**config.mk**
```make
export PLATFORM = sky130hd
export DESIGN_NAME = operandos_ula_flat
export DESIGN_NICKNAME = d
export VERILOG_FILES = /design/src/rtl/operandos_ula_if.sv /design/src/rtl/operandos_ula.sv /design/src/flat_wrapper.sv
export SDC_FILE = /design/constraint.sdc
export NUM_CORES = 1
export LEC_CHECK = 0
export BUFFER_PORTS_ARGS = -buffer_cell sky130_fd_sc_hd__buf_4
export CORE_ASPECT_RATIO = 0.6
export CORE_MARGIN = 1.5
export CORE_UTILIZATION = 53
export CTS_BUF_LIST = sky130_fd_sc_hd__clkbuf_4
export CTS_CLUSTER_SIZE = 10
export DETAILED_ROUTE_END_ITERATION = 12
export PLACE_DENSITY = 0.89
export REMOVE_ABC_BUFFERS = 1
export SYNTH_ARGS = -nofsm -noshare
export SYNTH_HDL_FRONTEND = slang
export SYNTH_SLANG_ARGS = --single-unit
```
**constraint.sdc**
```tcl
create_clock -name clk -period 3.9 [get_ports clk]
set_clock_uncertainty 0.05 [all_clocks]
set_input_delay 0.39 -clock clk [delete_from_list [all_inputs] [get_ports clk]]
set_output_delay 0.39 -clock clk [all_outputs]
set_load 0.03 [all_outputs]
```
**src/rtl/operandos_ula_if.sv**
```systemverilog
// ---------------------------------------------------------------------------
// operandos_ula_if
//
// Decode -> execute channel for the ALU operand register. Carries one decoded
// instruction per transfer under a valid/ready handshake.
//
//   in_valid        decode presents an instruction
//   in_ready        execute stage can accept this cycle
//   in_rs_val/rt    register-file read values (32)
//   in_imm          raw 16-bit immediate
//   in_rs/rt/rd     source and destination register numbers (5)
//   in_usa_imm      1 selects the extended immediate as operand B
//   in_ext_zero     1 zero-extends the immediate, 0 sign-extends it
//   in_ulacontrole  3-bit ALU op
//   in_cin          ALU carry-in
//
// Modports: master = decode side (drives the instruction),
//           slave  = operand register (drives in_ready).
// ---------------------------------------------------------------------------
interface operandos_ula_if;
    logic        in_valid;
    logic        in_ready;
    logic [31:0] in_rs_val;
    logic [31:0] in_rt_val;
    logic [15:0] in_imm;
    logic [4:0]  in_rs;
    logic [4:0]  in_rt;
    logic [4:0]  in_rd;
    logic        in_usa_imm;
    logic        in_ext_zero;
    logic [2:0]  in_ulacontrole;
    logic        in_cin;

    modport master (
        output in_valid, in_rs_val, in_rt_val, in_imm, in_rs, in_rt, in_rd,
               in_usa_imm, in_ext_zero, in_ulacontrole, in_cin,
        input  in_ready
    );

    modport slave (
        input  in_valid, in_rs_val, in_rt_val, in_imm, in_rs, in_rt, in_rd,
               in_usa_imm, in_ext_zero, in_ulacontrole, in_cin,
        output in_ready
    );
endinterface

```
**src/rtl/operandos_ula.sv**
```systemverilog
// ---------------------------------------------------------------------------
// operandos_ula
//
// Execute-stage operand register in front of the 32-bit ALU. Holds one
// decoded instruction, picks register or extended immediate for operand B,
// and resolves RAW hazards by forwarding from EX/MEM (fw1) and MEM/WB (fw2).
//
// Parameters:
//   FORWARD_EN  1 enables the forwarding muxes, 0 passes stored values through
//
// Ports:
//   clk, rst_n           clock, synchronous active-low reset
//   up                   decode channel (operandos_ula_if.slave)
//   flush                kills the held instruction and any same-cycle capture
//   fw1_we/reg/val       EX/MEM writeback candidate (highest priority)
//   fw2_we/reg/val       MEM/WB writeback candidate
//   out_valid/out_ready  downstream handshake
//   a, b, ULAcontrole,
//   cin, rd              ALU inputs and destination register
// ---------------------------------------------------------------------------
module operandos_ula #(
    parameter bit FORWARD_EN = 1'b1
) (
    input  logic               clk,
    input  logic               rst_n,
    operandos_ula_if.slave     up,
    input  logic               flush,
    input  logic               fw1_we,
    input  logic [4:0]         fw1_reg,
    input  logic [31:0]        fw1_val,
    input  logic               fw2_we,
    input  logic [4:0]         fw2_reg,
    input  logic [31:0]        fw2_val,
    output logic               out_valid,
    input  logic               out_ready,
    output logic [31:0]        a,
    output logic [31:0]        b,
    output logic [2:0]         ULAcontrole,
    output logic               cin,
    output logic [4:0]         rd
);

    // Stored instruction fields
    logic [31:0] rs_val_reg;
    logic [31:0] rt_val_reg;
    logic [31:0] imm_ext_reg;
    logic [4:0]  rs_reg;
    logic [4:0]  rt_reg;
    logic [4:0]  rd_reg;
    logic        usa_imm_reg;
    logic [2:0]  ulacontrole_reg;
    logic        cin_reg;
    logic        valid_reg;

    logic        valid_next;
    logic [31:0] imm_ext_next;
    logic        capture;

    // Full-rate stream: an occupied stage still accepts when the occupant
    // leaves this same cycle.
    assign up.in_ready = !valid_reg || out_ready;

    // flush wins over an otherwise legal capture.
    assign capture = up.in_valid && up.in_ready && !flush;

    // Extension happens once at capture so the output path only sees a mux.
    assign imm_ext_next = up.in_ext_zero ? {16'h0000, up.in_imm}
                                         : {{16{up.in_imm[15]}}, up.in_imm};

    always_comb begin
        valid_next = valid_reg;
        if (flush) begin
            valid_next = 1'b0;
        end else if (capture) begin
            valid_next = 1'b1;
        end else if (out_ready) begin
            // Drain: the occupant leaves and nothing replaces it.
            valid_next = 1'b0;
        end
    end

    always_ff @(posedge clk) begin
        if (!rst_n) begin
            rs_val_reg      <= '0;
            rt_val_reg      <= '0;
            imm_ext_reg     <= '0;
            rs_reg          <= '0;
            rt_reg          <= '0;
            rd_reg          <= '0;
            usa_imm_reg     <= 1'b0;
            ulacontrole_reg <= '0;
            cin_reg         <= 1'b0;
            valid_reg       <= 1'b0;
        end else begin
            valid_reg <= valid_next;
            if (capture) begin
                rs_val_reg      <= up.in_rs_val;
                rt_val_reg      <= up.in_rt_val;
                imm_ext_reg     <= imm_ext_next;
                rs_reg          <= up.in_rs;
                rt_reg          <= up.in_rt;
                rd_reg          <= up.in_rd;
                usa_imm_reg     <= up.in_usa_imm;
                ulacontrole_reg <= up.in_ulacontrole;
                cin_reg         <= up.in_cin;
            end
        end
    end

    // Forwarding muxes, index 0 = rs path (a), index 1 = rt path (b).
    // Evaluated every cycle on the stored register numbers so a held
    // instruction picks up results that retire while it waits.
    logic [4:0]  src_num [2];
    logic [31:0] src_val [2];
    logic [31:0] opnd    [2];

    assign src_num[0] = rs_reg;
    assign src_num[1] = rt_reg;
    assign src_val[0] = rs_val_reg;
    assign src_val[1] = rt_val_reg;

    genvar gi;
    generate
        for (gi = 0; gi < 2; gi++) begin : g_fwd
            logic nonzero;
            logic hit1;
            logic hit2;

            // $zero is hard-wired, never a forwarding target.
            assign nonzero = (src_num[gi] != 5'd0);
            assign hit1    = FORWARD_EN && fw1_we && (fw1_reg == src_num[gi]) && nonzero;
            assign hit2    = FORWARD_EN && fw2_we && (fw2_reg == src_num[gi]) && nonzero;
            // EX/MEM is the younger result, so it takes priority.
            assign opnd[gi] = hit1 ? fw1_val :
                              hit2 ? fw2_val :
                                     src_val[gi];
        end
    endgenerate

    assign out_valid   = valid_reg;
    assign a           = opnd[0];
    assign b           = usa_imm_reg ? imm_ext_reg : opnd[1];
    assign ULAcontrole = ulacontrole_reg;
    assign cin         = cin_reg;
    assign rd          = rd_reg;

endmodule

```
**src/flat_wrapper.sv**
```systemverilog
// flat-port wrapper written by rule: the top's interface ports become plain ports
module operandos_ula_flat 
#(
    parameter bit FORWARD_EN = 1'b1
)
  (clk, rst_n, flush, fw1_we, fw1_reg, fw1_val, fw2_we, fw2_reg, fw2_val, out_valid, out_ready, a, b, ULAcontrole, cin, rd, up_in_valid, up_in_rs_val, up_in_rt_val, up_in_imm, up_in_rs, up_in_rt, up_in_rd, up_in_usa_imm, up_in_ext_zero, up_in_ulacontrole, up_in_cin, up_in_ready);
  operandos_ula_if up_i ();
  input  logic clk;
  input  logic rst_n;
  input  logic flush;
  input  logic fw1_we;
  input  logic [4:0] fw1_reg;
  input  logic [31:0] fw1_val;
  input  logic fw2_we;
  input  logic [4:0] fw2_reg;
  input  logic [31:0] fw2_val;
  output logic out_valid;
  input  logic out_ready;
  output logic [31:0] a;
  output logic [31:0] b;
  output logic [2:0] ULAcontrole;
  output logic cin;
  output logic [4:0] rd;
  input wire logic [$bits(up_i.in_valid)-1:0] up_in_valid;
  input wire logic [$bits(up_i.in_rs_val)-1:0] up_in_rs_val;
  input wire logic [$bits(up_i.in_rt_val)-1:0] up_in_rt_val;
  input wire logic [$bits(up_i.in_imm)-1:0] up_in_imm;
  input wire logic [$bits(up_i.in_rs)-1:0] up_in_rs;
  input wire logic [$bits(up_i.in_rt)-1:0] up_in_rt;
  input wire logic [$bits(up_i.in_rd)-1:0] up_in_rd;
  input wire logic [$bits(up_i.in_usa_imm)-1:0] up_in_usa_imm;
  input wire logic [$bits(up_i.in_ext_zero)-1:0] up_in_ext_zero;
  input wire logic [$bits(up_i.in_ulacontrole)-1:0] up_in_ulacontrole;
  input wire logic [$bits(up_i.in_cin)-1:0] up_in_cin;
  output wire logic [$bits(up_i.in_ready)-1:0] up_in_ready;
  assign up_i.in_valid = up_in_valid;
  assign up_i.in_rs_val = up_in_rs_val;
  assign up_i.in_rt_val = up_in_rt_val;
  assign up_i.in_imm = up_in_imm;
  assign up_i.in_rs = up_in_rs;
  assign up_i.in_rt = up_in_rt;
  assign up_i.in_rd = up_in_rd;
  assign up_i.in_usa_imm = up_in_usa_imm;
  assign up_i.in_ext_zero = up_in_ext_zero;
  assign up_i.in_ulacontrole = up_in_ulacontrole;
  assign up_i.in_cin = up_in_cin;
  assign up_in_ready = up_i.in_ready;
  operandos_ula #(.FORWARD_EN(FORWARD_EN)) u_core (.clk(clk), .rst_n(rst_n), .up(up_i), .flush(flush), .fw1_we(fw1_we), .fw1_reg(fw1_reg), .fw1_val(fw1_val), .fw2_we(fw2_we), .fw2_reg(fw2_reg), .fw2_val(fw2_val), .out_valid(out_valid), .out_ready(out_ready), .a(a), .b(b), .ULAcontrole(ULAcontrole), .cin(cin), .rd(rd));
endmodule
```
==> out/metrics.cfg <==
[outcome]
outcome = finished, final reports clean

[flow_run]
maxCapViolations = 0

[die]
die_h_um = 83.44
start_util_pct = 54.32
placementRows = 29
coreArea_um2 = 10520
ios = 257
fp.dieW_um = 137.1
die_area_um2 = 11440

[critical_path]
timing.rr.end = u_core.rt_val_reg[13]$_SDFFE_PN0P_
start_kind = flop
worst_ep_required_time_ns = 3.46
r2r_cells = 6
path_class = flop to output pin
crit_family = simple AND/OR/NAND/NOR gates
end_kind = output pin
worst-path-buf-inv = 2
slowest_stage = nor4_4
slowest_delay_ns = 0.98
startpoint = u_core.rs_reg[3]$_SDFFE_PN0P_
timing.critical_path.mode_cell = buf_4
regToRegSetupSlack_ns = 1.80
path_cells = or4_1, nor2_1, nor4_4, buf_4, mux2i_1, o21ai_0, buf_4
cp.arrival_ns = 3.20
r2r_start = u_core.out_valid$_SDFFE_PP0P_
path_max_fanout = 20
worst-path-stages = 7
critical_path.endpoint = a[0]

[sta]
fmax_mhz = 274.5
slew_headroom_pct = 25.99
setup_viol = 0
period_minus_slack_ns = 3.643
hold_violations = 0
rsz0062_at_grt = false
finalCritPeriodShare_pct = 93.41
worst_slew_pin_slew_ns = 1.102
maxSlewViolCount = 0

[synth]
synth_cell_types = 32
yosysWarnings = 0
ys_seq_area_share_pct = 35.73
synth_area_um2 = 5715
netlist_instances = 697
syn_avg_cell_area_um2 = 8.200
yosys_register_bits = 102

[clock_tree]
cts_resized = 0
clockRootBuffer = clkbuf_4
cts_tree = built
cts_setup_buffers = 0
clk_pin_slew_ns = 0.14
clkLatencyLatePin_ns = 0.44
cts.path.max_buffers = 2
hold_buffers = 0
h-tree-depth = 3
cts_buffers = 9
cts.sinks = 102

[placement]
placedCellCount = 1046
hpwl_um = 11870
place_congestion = 0.9041
portBuffers = 256

[power]
finalPower_mw = 2.168
ir_worst_vdd_mv = 0.1948
p_leak_nw = 3.198
powerDensity_nw_per_um2 = 278.7

[global_route]
globalRoute.busiestLayer = met2
grtUsageMet1_pct = 36.94
grt_overflow_total = 0
grt_pass1_vias = 5285
grt_use_met2_pct = 47.92
grt_max_degree = 103
antenna_found_initial = 0
grtUsageTotal_pct = 28.78
grt_pass1_wl_um = 26080
use_met3_pct = 8.059

[hold_path]
hold_class = input port to flop

[finish]
area_growth_pct = 36.12
final_common_cell = buf_4
instances_no_fill = 1062
layout.nets = 1100
layout_common_cells = buf_4 (265), nand2_1 (235), dfxtp_1 (102), a21boi_0 (101), mux2i_1 (48)
drive_gt1_share_pct = 34.67
diodes = 0
fillCellCount = 826

[detailed_routing]
dr.pass1.iters = 4
drt-initial-drc-count = 278
routedWlPerCell_um = 15.51
drc_errors = 0
vias = 5587
viasPerCell = 5.261
routed_wl_um = 16470
drtAntennaViolNets = 0

-- how the worst min path moves through the flow --
| stage | startpoint | end | depth (start not counted) |
|---|---|---|---|
| CTS | flush | u_core.out_valid$_SDFFE_PP0P_ | 2 |
| finish | flush | u_core.out_valid$_SDFFE_PP0P_ | 2 |
| global placement | u_core.rs_val_reg[18]$_SDFFE_PN0P_ | u_core.rs_val_reg[18]$_SDFFE_PN0P_ | 2 |
| global route | flush | u_core.out_valid$_SDFFE_PP0P_ | 2 |
| floorplan | u_core.imm_ext_reg[30]$_SDFFE_PN0P_ | u_core.imm_ext_reg[30]$_SDFFE_PN0P_ | 2 |
| detailed placement | u_core.rt_val_reg[7]$_SDFFE_PN0P_ | u_core.rt_val_reg[7]$_SDFFE_PN0P_ | 2 |
-- stage by stage --
step	hold slack [ns]	utilization (%)	cell area, µm²	setup TNS [ns]	setup slack, ns
2_1_floorplan	0.3863	-	5459	-261.77	-2.456
3_3_place_gp	0.4032	72.90	7671	0	0.8000
3_5_place_dp	0.4092	72.90	7671	0	0.6651
4_1_cts	0.02154	73.94	7780	0	0.2004
5_1_grt	0.02823	73.94	7780	0	0.006914
6_report	0.05954	73.94	7780	0	0.2572
-- synthesized netlist by cell type (all sizes together) --
master,number,area share (%)
clkbuf,42,2.8
and2,1,0.11
a21boi,101,13
dfxtp,102,36
nand2,236,16
nor2,5,0.33
xor2,6,0.92
nor3b,2,0.26
nand4,3,0.33
mux2,16,4.0
nand3,1,0.087
buf,14,1.7
a221oi,16,4.2
a211oi,1,0.35
nand3b,2,0.26
nor2b,18,2.0
o21ai,32,2.8
nor4,3,0.70
xnor2,13,2.0
a221o,16,2.8
inv,17,1.1
or4,2,0.33
mux2i,48,8.4
-- worst register-to-register path: cells and delay by family, from the launching register on --
| kind | cells | cell delay, ns |
|---|---|---|
| AOI/OAI and AO/OA | 1 | 0.21 |
| DFF | 1 | 0.35 |
| and+or+nand+nor | 3 | 0.56 |
| buffers and inverters | 2 | 0.88 |
-- routing by layer --
metal	wire (µm)	vias to the layer above
met5	0	-
met4	229	0
met3	1447	19
met2	7746	203
met1	7047	2571
li1	-	2794
-- layout make-up --
type | instances | area, µm² | share of cell area, %
Clock buffer | 9 | 67.56 | 0.8684
Sequential cell | 102 | 2042 | 26.25
Timing Repair Buffer | 266 | 2009 | 25.83
Tap cell | 139 | 173.9 | 2.235
Inverter | 17 | 63.81 | 0.8202
Multi-Input combinational cell | 522 | 3382 | 43.47
Clock inverter | 7 | 41.29 | 0.5307
-- cells by family after synthesis --
| logic type | synth area share [%] |
|---|---|
| AO/OA/AOI/OAI | 23.42 |
| XOR/XNOR | 2.912 |
| buffers and inverters | 5.604 |
| flip-flops | 35.73 |
| multiplexers | 12.41 |
| AND/OR/NAND/NOR | 19.92 |
-- power breakdown --
part	switching [mW]	internal, mW
clock	0.346	0.126
combinational	0.292	0.281
sequential	0.0333	1.09
total	0.671	1.50
Note: power is estimated with default switching activity, not from simulation.
